--- src/rtl/lap_watch_pkg.sv ---
// Shared definitions for the lap stopwatch.
//   state_t    : controller states (IDLE, RUN, STOP, RECALL)
//   UNITS_MAX  : rollover value of a units digit (9)
//   TENS_MAX   : rollover value of a tens digit (5)
//   time_rec_t : 16-bit time record {min_tens, min_units, sec_tens, sec_units}
package watch_pkg;

  typedef enum logic [1:0] {
    IDLE,
    RUN,
    STOP,
    RECALL
  } state_t;

  localparam logic [3:0] UNITS_MAX = 4'd9;
  localparam logic [3:0] TENS_MAX  = 4'd5;

  typedef struct packed {
    logic [3:0] min_tens;
    logic [3:0] min_units;
    logic [3:0] sec_tens;
    logic [3:0] sec_units;
  } time_rec_t;

endpackage

--- src/rtl/lap_watch_if.sv ---
// Command and display bundle of the lap stopwatch.
//   start_stop, lap, recall : one-cycle command pulses (master -> slave)
//   sec_units .. min_tens   : displayed time, BCD (slave -> master)
//   running, recall_valid   : status flags
//   lap_count               : number of stored laps
//   leds                    : status bar
interface lap_watch_if #(
  parameter int unsigned LAP_DEPTH  = 4,
  parameter int unsigned LED_NUMBER = 10
) ();

  logic                           start_stop;
  logic                           lap;
  logic                           recall;
  logic [3:0]                     sec_units;
  logic [3:0]                     sec_tens;
  logic [3:0]                     min_units;
  logic [3:0]                     min_tens;
  logic                           running;
  logic                           recall_valid;
  logic [$clog2(LAP_DEPTH):0]     lap_count;
  logic [LED_NUMBER-1:0]          leds;

  modport master (
    output start_stop, lap, recall,
    input  sec_units, sec_tens, min_units, min_tens,
    input  running, recall_valid, lap_count, leds
  );

  modport slave (
    input  start_stop, lap, recall,
    output sec_units, sec_tens, min_units, min_tens,
    output running, recall_valid, lap_count, leds
  );

endinterface

--- src/rtl/lap_watch_bcd_digit.sv ---
// One BCD digit counter with programmable rollover value.
//   clk, rst : clock, synchronous active-high reset
//   clr      : synchronous clear
//   en       : advance by one this cycle
//   max_val  : value after which the digit wraps to 0
//   q        : current digit
//   carry    : high when enabled while at max_val (next digit advances)
module bcd_digit (
  input  logic       clk,
  input  logic       rst,
  input  logic       clr,
  input  logic       en,
  input  logic [3:0] max_val,
  output logic [3:0] q,
  output logic       carry
);

  assign carry = en && (q == max_val);

  always_ff @(posedge clk) begin
    if (rst || clr) begin
      q <= '0;
    end else if (en) begin
      q <= (q == max_val) ? '0 : q + 4'd1;
    end
  end

endmodule

--- src/rtl/lap_watch.sv ---
// Lap stopwatch: mm:ss BCD timer with a small lap buffer and recall mode.
//   clk, rst : clock, synchronous active-high reset
//   bus      : lap_watch_if slave port
//              in : start_stop, lap, recall (one-cycle pulses,
//                   priority start_stop > lap > recall)
//              out: BCD time, running, recall_valid, lap_count, leds
// All outputs are registered one cycle behind the internal state.
module lap_watch
  import watch_pkg::*;
#(
  parameter int unsigned CLK_DIV    = 50_000_000,
  parameter int unsigned LAP_DEPTH  = 4,
  parameter int unsigned LED_NUMBER = 10
) (
  input  logic        clk,
  input  logic        rst,
  lap_watch_if.slave  bus
);

  localparam int unsigned DIV_W = $clog2(CLK_DIV);
  localparam int unsigned IDX_W = $clog2(LAP_DEPTH);
  localparam int unsigned CNT_W = IDX_W + 1;
  localparam logic [DIV_W-1:0] DIV_LAST = DIV_W'(CLK_DIV - 1);
  localparam logic [CNT_W-1:0] CNT_FULL = CNT_W'(LAP_DEPTH);

  state_t            state;
  logic [DIV_W-1:0]  div;
  logic [CNT_W-1:0]  lap_cnt;
  logic [IDX_W-1:0]  rd_idx;
  time_rec_t         laps [LAP_DEPTH];
  time_rec_t         live;

  logic cmd_ss, cmd_lap, cmd_recall;
  logic tick, clear_all, lap_wr;
  logic c_su, c_st, c_mu, carry_unused;

  // Lower-priority pulses are masked by any higher-priority one.
  assign cmd_ss     = bus.start_stop;
  assign cmd_lap    = bus.lap && !bus.start_stop;
  assign cmd_recall = bus.recall && !bus.lap && !bus.start_stop;

  assign tick      = (state == RUN) && (div == DIV_LAST);
  assign clear_all = !rst && (state == STOP) && cmd_lap;
  assign lap_wr    = !rst && (state == RUN) && cmd_lap && (lap_cnt != CNT_FULL);

  // Controller
  always_ff @(posedge clk) begin
    if (rst) begin
      state   <= IDLE;
      lap_cnt <= '0;
      rd_idx  <= '0;
    end else begin
      unique case (state)
        IDLE: begin
          if (cmd_ss) state <= RUN;
        end
        RUN: begin
          if (cmd_ss) state <= STOP;
          else if (lap_wr) lap_cnt <= lap_cnt + 1'b1;
        end
        STOP: begin
          if (cmd_ss) begin
            state <= RUN;
          end else if (cmd_lap) begin
            state   <= IDLE;
            lap_cnt <= '0;
            rd_idx  <= '0;
          end else if (cmd_recall && (lap_cnt != '0)) begin
            state  <= RECALL;
            rd_idx <= '0;
          end
        end
        RECALL: begin
          if (cmd_ss) begin
            state <= STOP;
          end else if (cmd_recall) begin
            rd_idx <= (rd_idx == IDX_W'(lap_cnt - 1'b1)) ? '0 : rd_idx + 1'b1;
          end
        end
        default: state <= IDLE;
      endcase
    end
  end

  // Divider only advances in RUN, so a stopped partial second is kept.
  always_ff @(posedge clk) begin
    if (rst || clear_all) begin
      div <= '0;
    end else if (state == RUN) begin
      div <= tick ? '0 : div + 1'b1;
    end
  end

  // Lap storage: plain register array, no reset (unreadable while lap_cnt is 0).
  // The write captures the time as it stood before this cycle's tick.
  always_ff @(posedge clk) begin
    if (lap_wr) begin
      laps[lap_cnt[IDX_W-1:0]] <= live;
    end
  end

  // Time chain; the min_tens carry is dropped so 59:59 wraps to 00:00.
  bcd_digit u_sec_units (
    .clk(clk), .rst(rst), .clr(clear_all), .en(tick),
    .max_val(UNITS_MAX), .q(live.sec_units), .carry(c_su)
  );
  bcd_digit u_sec_tens (
    .clk(clk), .rst(rst), .clr(clear_all), .en(c_su),
    .max_val(TENS_MAX), .q(live.sec_tens), .carry(c_st)
  );
  bcd_digit u_min_units (
    .clk(clk), .rst(rst), .clr(clear_all), .en(c_st),
    .max_val(UNITS_MAX), .q(live.min_units), .carry(c_mu)
  );
  bcd_digit u_min_tens (
    .clk(clk), .rst(rst), .clr(clear_all), .en(c_mu),
    .max_val(TENS_MAX), .q(live.min_tens), .carry(carry_unused)
  );

  // Output stage
  time_rec_t             shown;
  logic [LED_NUMBER-1:0] led_next;

  always_comb begin
    shown = (state == RECALL) ? laps[rd_idx] : live;
    led_next = '0;
    for (int unsigned i = 0; i < LAP_DEPTH; i++) begin
      led_next[i] = (i < 32'(lap_cnt));
    end
    led_next[LED_NUMBER-1] = (state == RUN);
  end

  always_ff @(posedge clk) begin
    if (rst) begin
      bus.sec_units    <= '0;
      bus.sec_tens     <= '0;
      bus.min_units    <= '0;
      bus.min_tens     <= '0;
      bus.running      <= 1'b0;
      bus.recall_valid <= 1'b0;
      bus.lap_count    <= '0;
      bus.leds         <= '0;
    end else begin
      bus.sec_units    <= shown.sec_units;
      bus.sec_tens     <= shown.sec_tens;
      bus.min_units    <= shown.min_units;
      bus.min_tens     <= shown.min_tens;
      bus.running      <= (state == RUN);
      bus.recall_valid <= (state == RECALL);
      bus.lap_count    <= lap_cnt;
      bus.leds         <= led_next;
    end
  end

endmodule

--- src/flat_wrapper.sv ---
// flat-port wrapper written by rule: the top's interface ports become plain ports
module lap_watch_flat import watch_pkg::*;
#(
  parameter int unsigned CLK_DIV    = 50_000_000,
  parameter int unsigned LAP_DEPTH  = 4,
  parameter int unsigned LED_NUMBER = 10
)
  (clk, rst, bus_start_stop, bus_lap, bus_recall, bus_sec_units, bus_sec_tens, bus_min_units, bus_min_tens, bus_running, bus_recall_valid, bus_lap_count, bus_leds);
  lap_watch_if #(.LAP_DEPTH(LAP_DEPTH), .LED_NUMBER(LED_NUMBER)) bus_i ();
  input  logic clk;
  input  logic rst;
  input wire logic [$bits(bus_i.start_stop)-1:0] bus_start_stop;
  input wire logic [$bits(bus_i.lap)-1:0] bus_lap;
  input wire logic [$bits(bus_i.recall)-1:0] bus_recall;
  output wire logic [$bits(bus_i.sec_units)-1:0] bus_sec_units;
  output wire logic [$bits(bus_i.sec_tens)-1:0] bus_sec_tens;
  output wire logic [$bits(bus_i.min_units)-1:0] bus_min_units;
  output wire logic [$bits(bus_i.min_tens)-1:0] bus_min_tens;
  output wire logic [$bits(bus_i.running)-1:0] bus_running;
  output wire logic [$bits(bus_i.recall_valid)-1:0] bus_recall_valid;
  output wire logic [$bits(bus_i.lap_count)-1:0] bus_lap_count;
  output wire logic [$bits(bus_i.leds)-1:0] bus_leds;
  assign bus_i.start_stop = bus_start_stop;
  assign bus_i.lap = bus_lap;
  assign bus_i.recall = bus_recall;
  assign bus_sec_units = bus_i.sec_units;
  assign bus_sec_tens = bus_i.sec_tens;
  assign bus_min_units = bus_i.min_units;
  assign bus_min_tens = bus_i.min_tens;
  assign bus_running = bus_i.running;
  assign bus_recall_valid = bus_i.recall_valid;
  assign bus_lap_count = bus_i.lap_count;
  assign bus_leds = bus_i.leds;
  lap_watch #(.CLK_DIV(CLK_DIV), .LAP_DEPTH(LAP_DEPTH), .LED_NUMBER(LED_NUMBER)) u_core (.clk(clk), .rst(rst), .bus(bus_i));
endmodule
--- config.mk ---
export PLATFORM = sky130hd
export DESIGN_NAME = lap_watch_flat
export DESIGN_NICKNAME = d
export VERILOG_FILES = /design/src/rtl/lap_watch_pkg.sv /design/src/rtl/lap_watch_if.sv /design/src/rtl/lap_watch_bcd_digit.sv /design/src/rtl/lap_watch.sv /design/src/flat_wrapper.sv
export SDC_FILE = /design/constraint.sdc
export NUM_CORES = 1
export LEC_CHECK = 0
export CORE_MARGIN = 3
export CORE_UTILIZATION = 40
export DETAILED_ROUTE_END_ITERATION = 12
export DONT_BUFFER_PORTS = 1
export GPL_TIMING_DRIVEN = 0
export PLACE_DENSITY = 0.53
export SLEW_MARGIN = 25
export SYNTH_ARGS = -nofsm -noshare
export SYNTH_HDL_FRONTEND = slang
export SYNTH_SLANG_ARGS = --single-unit
--- constraint.sdc ---
create_clock -name clk -period 3.15 [get_ports clk]
set_input_delay 0.63 -clock clk [delete_from_list [all_inputs] [get_ports clk]]
set_output_delay 0.63 -clock clk [all_outputs]
set_load 0.05 [all_outputs]
[Word-level counts from Yosys, hierarchy flattened]
Memory sizes are Yosys's and may differ from the RTL's. A register that Yosys moved wholly into a read port is not among the register bits.
Cells that the tools add are included.
Word-level totals
  input port bits: 5
  memory bits (writable): 64
  word-level logic and storage cells: 103
  register bits after elaboration: 80
  memories kept: 1
  output and inout bits: 31
Operators by class
  muxes and demuxes: 28
  reduce and logical (&&, ||, !) cells: 25
  add/sub/neg operators: 8
  order comparisons: 4
  equality and inequality tests: 20
Memories
  u_core.laps: words 4, width 16, rd ports 1, clocked after Yosys merged registers in 1, wr ports 1, RTL line lap_watch.sv:30  | time_rec_t laps [LAP_DEPTH];
Operators by type and width (count)
  26-bit by 1-bit adder with 26-bit output, second input constant: 1
  26-bit == test, second input constant: 1
  2-bit two-way mux: 13
  26-bit two-way mux: 1
  4-bit by 1-bit adder with 4-bit output, second input constant: 4
  16-bit two-way mux: 1
  4-bit two-way mux: 4
  1-bit logical AND: 13
  3-bit two-way mux: 4
  5-bit AND reduction: 2
  4-bit by 3-bit == test with 1-bit output, second input constant: 2
  4-bit == test, second input constant: 2
  2-bit by 1-bit inequality test with 1-bit output, second input constant: 4
  2-bit inequality test, second input constant: 4
  1-bit by 3-bit < comparator with 1-bit output, first input constant: 2
  2-bit by 3-bit < comparator with 1-bit output, first input constant: 2
  2-bit case mux with 3 select lines: 1
  3-bit case mux with 2 select lines: 1
  2-bit == test, second input constant: 2
  4-bit by 3-bit inequality test with 1-bit output, second input constant: 1
  2-bit case mux with 2 select lines: 1
  2-bit nonzero test: 2
  3-bit by 1-bit adder with 3-bit output, second input constant: 1
  1-bit zero test: 3
  other kinds (12): 13

[Logic depth before layout (Yosys ltp)]
Gate-level depths: netlist (run 1).
  depth in word-level cells: 10
  mapped depth: 7
  gate-level depth less buffers: 6

[Cells and area by module]
From an unflattened synthesis (run 1), not the netlist that was laid out.
Unflattened totals
  cells, all modules: 518
  area, all modules: 6148.4 µm²
By module, submodules not included
  lap_watch: area an instance 5082.4 µm², instances 1, seq. area each 3103.0 µm², cells an instance 414
  bcd_digit: area an instance 266.5 µm², instances 4, seq. area each 80.1 µm², cells an instance 26

[Worst setup path before layout (run 1)]
Ideal clock, no wire load.
  path kind: register to register
  start: reg u_core.div[7]
  end: reg u_core.u_sec_tens.q[3]
  cell stages (with the launch flop): 6
  buffers on the path: 1
  arrival time: 2.136 ns
  setup time: 0.121 ns
  required time: 3.029 ns
  path slack: 0.893 ns
  period minus slack after synthesis: 2.257 ns
  path through: dfxtp_1 -> or4b_1 -> or4_4 -> buf_6 -> nor4_1 -> mux2_2
Between the ends
  word-level cells in the longest chain between the ends: 3
Ends and longest elaborated chain
  from (decl): RTL line lap_watch.sv:27  | logic [DIV_W-1:0] div;
  from (signal assigned): RTL line lap_watch.sv:90  | div <= tick ? '0 : div + 1'b1;
  26-bit == test: RTL line lap_watch.sv:42  | assign tick = (state == RUN) && (div == DIV_LAST);
  1-bit logical AND: RTL line lap_watch.sv:42
  1-bit logical AND: RTL line lap_watch_bcd_digit.sv:18  | assign carry = en && (q == max_val);
  to (signal assigned): RTL line lap_watch_bcd_digit.sv:24  | q <= (q == max_val) ? '0 : q + 4'd1;
  to (decl): RTL line lap_watch_bcd_digit.sv:14  | output logic [3:0] q,
Every way passes these cells.
A chain may end at the register's enable or synchronous reset.

[Worst setup path after layout (run 1)]
  start: reg u_core.lap_cnt[0]
  end: mem u_core.laps[0][15] (netlist name), enable pin
Between the ends
  word-level cells in the longest chain between the ends: 4
Ends and longest elaborated chain
  from (decl): RTL line lap_watch.sv:28  | logic [CNT_W-1:0] lap_cnt;
  from (signal assigned): RTL line lap_watch.sv:59  | else if (lap_wr) lap_cnt <= lap_cnt + 1'b1;
  3-bit inequality test: RTL line lap_watch.sv:44  | assign lap_wr = !rst && (state == RUN) && cmd_lap && (lap_cnt != CNT_FULL);
  1-bit logical AND: RTL line lap_watch.sv:44
  1-bit two-way mux: RTL line lap_watch.sv:97  | if (lap_wr) begin
  1-bit two-way mux (not written as such): RTL line lap_watch.sv:98  | laps[lap_cnt[IDX_W-1:0]] <= live;
  to (decl): RTL line lap_watch.sv:30
Several ways; a longest one is shown, not always the timed one.

==> results of run 1 <==
==> worst paths after layout <==
kind                            slack (ns)                 end
worst max register to register        0.61  u_core.laps[0][15]
worst min-delay path                  0.32  u_core.bus.leds[3]
worst max-delay path                  0.61  u_core.laps[0][15]
worst min register to register        0.50      u_core.div[25]
==> synth_stat cells, types with 6 or more instances <==
| cell | count | area, um2 |
|---|---|---|
| o31ai_1 | 9 | 67.6 |
| mux4_2 | 16 | 360 |
| nor2_1 | 25 | 93.8 |
| buf_4 | 7 | 52.6 |
| nor3_1 | 7 | 35.0 |
| nand2_1 | 58 | 218 |
| xnor2_1 | 8 | 70.1 |
| nor4_1 | 8 | 50.1 |
| edfxtp_1 | 64 | 1920 |
| o21ai_0 | 15 | 75.1 |
| or3_1 | 14 | 87.6 |
| a21oi_1 | 40 | 200 |
| nand4_1 | 14 | 87.6 |
| nand3_1 | 13 | 65.1 |
| clkbuf_1 | 17 | 63.8 |
| inv_1 | 15 | 56.3 |
| mux2i_1 | 6 | 60.1 |
| or4_1 | 11 | 82.6 |
| nor2b_1 | 6 | 37.5 |
| xor2_1 | 6 | 52.6 |
| dfxtp_1 | 75 | 1500 |
==> cell families (layout without fill, tap and decap cells) <==
group                    Yosys count  count (layout)  synth area share [%]
multiplexers                      23              23                  7.41
flip-flops                       139             139                  58.7
AO/OA/AOI/OAI                     84              84                  8.65
XOR/XNOR                          14              14                  2.10
other                              1               5                0.0643
adder cells (fa/ha/maj)            5               5                  1.07
AND/OR/NAND/NOR                  192             192                  17.8
buffers and inverters             47              79                  4.19
==> critical path, stage by stage, from the launching register on <==
cell	delay (ns)
dfxtp_1	0.49
inv_1	0.16
ha_1	0.28
nand2_1	0.10
and3_1	0.15
clkbuf_1	0.21
and2_1	0.76
==> final cells by class <==
type / instances / area (um2) / share of cell area [%]
Clock inverter: 8 / 95.1 / 1.43
Clock buffer: 24 / 452 / 6.82
Tap cell: 180 / 225 / 3.40
Inverter: 15 / 56.3 / 0.850
Buffer: 32 / 188 / 2.83
Multi-Input combinational cell: 323 / 2190 / 33.0
Sequential cell: 139 / 3420 / 51.7
==> per-layer routing <==
metal	part of all wire [%]	track usage, %
met3	3.6	4.76
met4	0.64	4.98
met5	0	0
met1	50	21.6
met2	46	24.9
==> layout by cell type, fill, tap and decap left out, types with 15 or more instances in the layout <==
cell,Yosys,final
a21oi_1,40,40
clkbuf_1,17,24
clkbuf_16,0,17
dfxtp_1,75,75
edfxtp_1,64,64
inv_1,15,15
mux4_2,16,16
nand2_1,58,58
nor2_1,25,25
o21ai_0,15,15
==> report_power, final <==
group          total [W]  internal (W)  switching [W]  leakage, nW
clock network    0.00186       0.00116       0.000705        0.264
registers        0.00190       0.00188      0.0000196         1.14
logic          0.0000966     0.0000309      0.0000657        0.682
==> per-stage QoR <==
stage / power (W) / area [um2] / hold WS (ns)
after floorplan: 0.00201 / 5840 / 0.447
after global placement: 0.00204 / 6070 / 0.474
after detailed placement: 0.00204 / 6070 / 0.484
after global routing: 0.00399 / 6630 / 0.310
final: 0.00386 / 6630 / 0.318
after CTS: 0.00390 / 6620 / 0.310
==> registers in the layout, indices dropped and copies added (netlist names), 3 cells and up, named ones only <==
register / cells
u_core.laps: 64
u_core.bus.min_units: 4
u_core.u_sec_tens.q: 4
u_core.u_min_tens.q: 4
u_core.bus.sec_tens: 4
u_core.bus.sec_units: 4
u_core.lap_cnt: 3
u_core.bus.leds: 5
u_core.bus.min_tens: 4
u_core.u_min_units.q: 4
u_core.u_sec_units.q: 4
u_core.div: 26
==> flow_summary.toml, run 1 <==
[final_layout]
drive_above_1_share_pct = 12.0
fillCellCount = 1279
stdcell_count = 721
diodes = 0
final_util_pct = 47.2
fin_nets = 538
area_growth_pct = 13.7

[routing]
drt_iter0_markers = 229
firstDrtPassIters = 7
detail-route-antenna-nets = 0
routed_wirelength_um = 12300
vias = 3927
avgViaCountPerCell = 5.45
drc_errors = 0
wire_per_inst_um = 17.1

[synthesis]
netlist_area_mm2 = 0.00583
synth_seq_cells = 139
synthArstFlopShare_pct = 0
ys_seq_area_share_pct = 58.7
synth_ff_type = "dfxtp_1"
synth_edf_count = 64
syn_area_per_cell_um2 = 11.5
ys_types = 57
netlist_instances = 505
ys_warn_count = 0

[setup_path]
endpoint_kind = "flip-flop"
cp.arrival_ns = 2.58
required_ns = 3.19
critPathLaunch = "u_core.lap_cnt[0]"
start_kind = "flip-flop"
rr_startpoint = "u_core.lap_cnt[0]"
worstRegToRegCells = 6
critPathKind = "reg2reg"
crit_path_max_fanout = 16

[die]
coreArea_mm2 = 0.0140
core.rowCount = 43
start_util_pct = 41.5
num_io_pins = 36
dieHeight_um = 127
die_w_um = 127
die-area_mm2 = 0.0161

[clock_tree]
clock_path_buffers = 2
cts_sinks = 139
cts_made_buffers = 17
postCtsSetupBuffers = 0
clk_latency_ns = 0.42
h-tree-depth = 4
cts_resized = 0
path_clk_slew_ns = 0.05
cts_hold_buf = 0
cts_tree = "built"
cts_root_buffer = "clkbuf_16"

[worst_hold_path]
hold_path.class = "in2reg"
hp-start = "rst"
min_path_cells = 1

[power_and_ir_drop]
power_density_mw_per_mm2 = 583
leakage_nw = 2.09
ir_worst_vdd_mv = 0.341

[sta]
layout_setup_ws_ns = 0.607
period_minus_slack_ns = 2.54
finClkSkew_ns = 0.00787
rsz0062_at_grt = "no"
slew_violations = 0
max_freq_ghz = 0.393
tns_ns = 0
worstMarginPinSlew_ns = 0.912
setup_viol = 0
hold_viol = 0
max-slew-margin-rel_pct = 39.2
finalCritPeriodShare_pct = 80.7

[place]
numPlacedInstances = 689
hpwl_um = 8210
gp_congestion = 0.790
port_buffers = 0
preCtsSetupSlack_ns = 0.555

[grt]
grt_max_degree = 17
grt_pass1_wl_um = 20200
grtUsageTotal_pct = 16.0
grt_overflow = 0
grt_pass1_vias = 3917
grt_antenna_before_repair = 0

[outcome]
status = "complete, no violations"

[run]
maxCapViolations = 0
(Power assumes the default switching activity.)
==> run 2, diff against run 1 <==
--- a/config.mk
+++ b/config.mk
@@ -5,6 +5,7 @@
 export SDC_FILE = /design/constraint.sdc
 export NUM_CORES = 1
 export LEC_CHECK = 0
+export ABC_AREA = 1
 export CORE_MARGIN = 3
 export CORE_UTILIZATION = 40
 export DETAILED_ROUTE_END_ITERATION = 12
==> constraint.sdc (replaced) <==
create_clock -name clk -period 2.6 [get_ports clk]
set_input_delay 0.52 -clock clk [delete_from_list [all_inputs] [get_ports clk]]
set_output_delay 0.52 -clock clk [all_outputs]
set_load 0.05 [all_outputs]
==> run 2 against run 1 <==
Fmax rose by 7.4%; die area rose by 2.2%; sequential share of layout area fell by 1.1 points; utilization rose by 0.52 points; critical path depth did not move; first-iteration DRC count rose by 34%; cell count rose by 25%; critical path type unchanged; clock skew rose by 0.0011 ns; clock-buffer cell count fell by 2.
==> flow_summary.toml, run 2 <==
[outcome]
status = "complete, no violations"

[sta]
finClkSkew_ns = 0.00898
setup_viol = 0
hold_ws_ns = 0.279
rsz0062_at_grt = "no"
layout_setup_ws_ns = 0.231
finalCritPeriodShare_pct = 91.1
slew_violations = 0
hold_viol = 0
max_freq_ghz = 0.422
max-slew-margin-rel_pct = 44.3
period_minus_slack_ns = 2.37
worstMarginPinSlew_ns = 0.832

[final_layout]
fillCellCount = 1393
drive_above_1_share_pct = 7.78
area_growth_pct = 13.7
mostFrequentLayoutCells = "nor2_1 (124), nand2_1 (100), inv_1 (89), dfxtp_1 (75), edfxtp_1 (64)"
seq_area_mm2 = 0.00342
fin_nets = 717
multiInputGateArea_mm2 = 0.00210
final_util_pct = 47.7
final_common_cell = "nor2_1"
diodes = 0
largest_register_ffs = 64

[clock_tree]
cts_resized = 0
cts_tree = "built"
cts_sinks = 139
postCtsSetupBuffers = 0
cts_root_buffer = "clkbuf_16"
clock_path_buffers = 2
cts_made_buffers = 17
path_clk_slew_ns = 0.05
h-tree-depth = 4
clk_latency_ns = 0.42
cts_hold_buf = 0

[synthesis]
synthArstFlopShare_pct = 0
synth_seq_cells = 139
syn_area_per_cell_um2 = 8.74
synth.most_common_cell = "nor2_1"
synth_top_area_cell = "edfxtp_1"
yosysTopAreaCellShare_pct = 32.2
synth_area_leaders = "edfxtp_1 (32%), dfxtp_1 (25%), nor2_1 (8.1%), nand2_1 (6.3%), inv_1 (5.6%)"
netlist_area_mm2 = 0.00596
synth_edf_count = 64
ys_warn_count = 0
synth_common_cells = "nor2_1 (128), nand2_1 (100), inv_1 (89), dfxtp_1 (75), edfxtp_1 (64)"
netlist_instances = 682
ys_types = 39
synth_ff_type = "dfxtp_1"
ys_seq_area_share_pct = 57.4

[setup_path]
crit_path_max_fanout = 9
endpoint_kind = "flip-flop"
critPathKind = "reg2reg"
path_cells = "inv_1 -> ha_1 -> inv_1 -> o211ai_1 -> nor2_2 -> buf_8"
cp.arrival_ns = 2.49
required_ns = 2.72
start_kind = "flip-flop"
slowest_stage = "nor2_2"
critical_path.max_stage_delay_ns = 0.56
cpMostUsedCell = "inv_1"

[power_and_ir_drop]
leakage_nw = 2.71
switching_share_pct = 21.7
pwr-share-seq_pct = 49.8
switchingPower_w = 0.00101
combPwrFrac_pct = 3.1
p_int_w = 0.00364
ir_worst_vdd_mv = 0.423
power_density_mw_per_mm2 = 686
p_clk_share_pct = 47.1

[routing]
detail-route-antenna-nets = 0
avgViaCountPerCell = 5.10
routed_wirelength_um = 14300
vias = 4592
drt_iter0_markers = 308
wire_per_inst_um = 15.9
firstDrtPassIters = 5
drc_errors = 0

[place]
gp_congestion = 0.829
preCtsSetupSlack_ns = 0.158
hpwl_um = 9740
port_buffers = 0

[grt]
grt_pass1_vias = 4500
grtUsageTotal_pct = 18.5
grt_overflow = 0
grt_antenna_before_repair = 0
grt_max_degree = 17
grt_pass1_wl_um = 23100

[worst_hold_path]
hold_path.class = "in2reg"

[die]
die-area_mm2 = 0.0164
num_io_pins = 36
die_w_um = 128
start_util_pct = 42.0
core.rowCount = 43
coreArea_mm2 = 0.0142
dieHeight_um = 128

[run]
maxCapViolations = 0
## run 2: power by group through the flow
| stage | clock network, W | registers [W] | logic (W) |
|---|---|---|---|
| final | 0.00219 | 0.00231 | 0.000144 |
| after global routing | 0.00235 | 0.00232 | 0.000158 |
| after CTS | 0.00225 | 0.00231 | 0.000145 |
| after detailed placement | 0 | 0.00236 | 0.000144 |
| after global placement | 0 | 0.00236 | 0.000142 |
| after floorplan | 0 | 0.00236 | 0.000106 |
## run 2: worst paths after layout
path	startpoint	end	slack (ns)	depth (start not counted)
max	u_core.lap_cnt[0]	u_core.laps[3][0]	0.23	6
min	bus_start_stop	u_core.state[1]	0.28	2
max reg2reg	u_core.lap_cnt[0]	u_core.laps[3][0]	0.23	6
min reg2reg	u_core.div[22]	u_core.div[22]	0.47	2
## run 2: per-layer routing
layer | share of wire [%] | global-route usage, % | vias up
met1 | 46 | 23.3 | 2164
met3 | 4.6 | 5.46 | 20
met5 | 0 | 0 | -
met2 | 48 | 29.8 | 109
li1 | - | - | 2299
met4 | 1.7 | 7.37 | 0
## run 2: cell type report
| type | instances | area share [%] |
|---|---|---|
| flip-flops and latches | 139 | 50.5 |
| clock buffers | 22 | 6.70 |
| clock inverters | 10 | 1.11 |
| multi-input cells | 430 | 30.9 |
| well taps | 180 | 3.32 |
| inverters | 92 | 5.10 |
| plain buffers | 25 | 1.96 |
| repair buffers | 2 | 0.388 |
## run 2: critical path, delay by kind of cell, from the launching register on
family / cells / cell delay, ns
and+or+nand+nor: 1 / 0.56
buffers and inverters: 3 / 0.53
adders and majority gates: 1 / 0.22
DFF: 1 / 0.43
AOI/OAI and AO/OA: 1 / 0.33
## run 2: cell families after synthesis
family	Yosys count	synth area share, %
AO/OA/AOI/OAI	121	11.5
flip-flops	139	57.4
AND/OR/NAND/NOR	289	20.5
adder cells (fa/ha/maj)	5	1.05
buffers and inverters	117	8.02
other	1	0.0629
XOR/XNOR	10	1.47
## run 2: through the flow
stage / TNS (ns) / instance area (um2) / std cells / power (W)
after CTS: 0 / 6780 / 900 / 0.00471
after global routing: 0 / 6780 / 900 / 0.00483
final: 0 / 6780 / 900 / 0.00465
after detailed placement: 0 / 6250 / 868 / 0.00251
after floorplan: 0 / 5980 / 686 / 0.00246
after global placement: -28.09 / 6200 / 866 / 0.00250
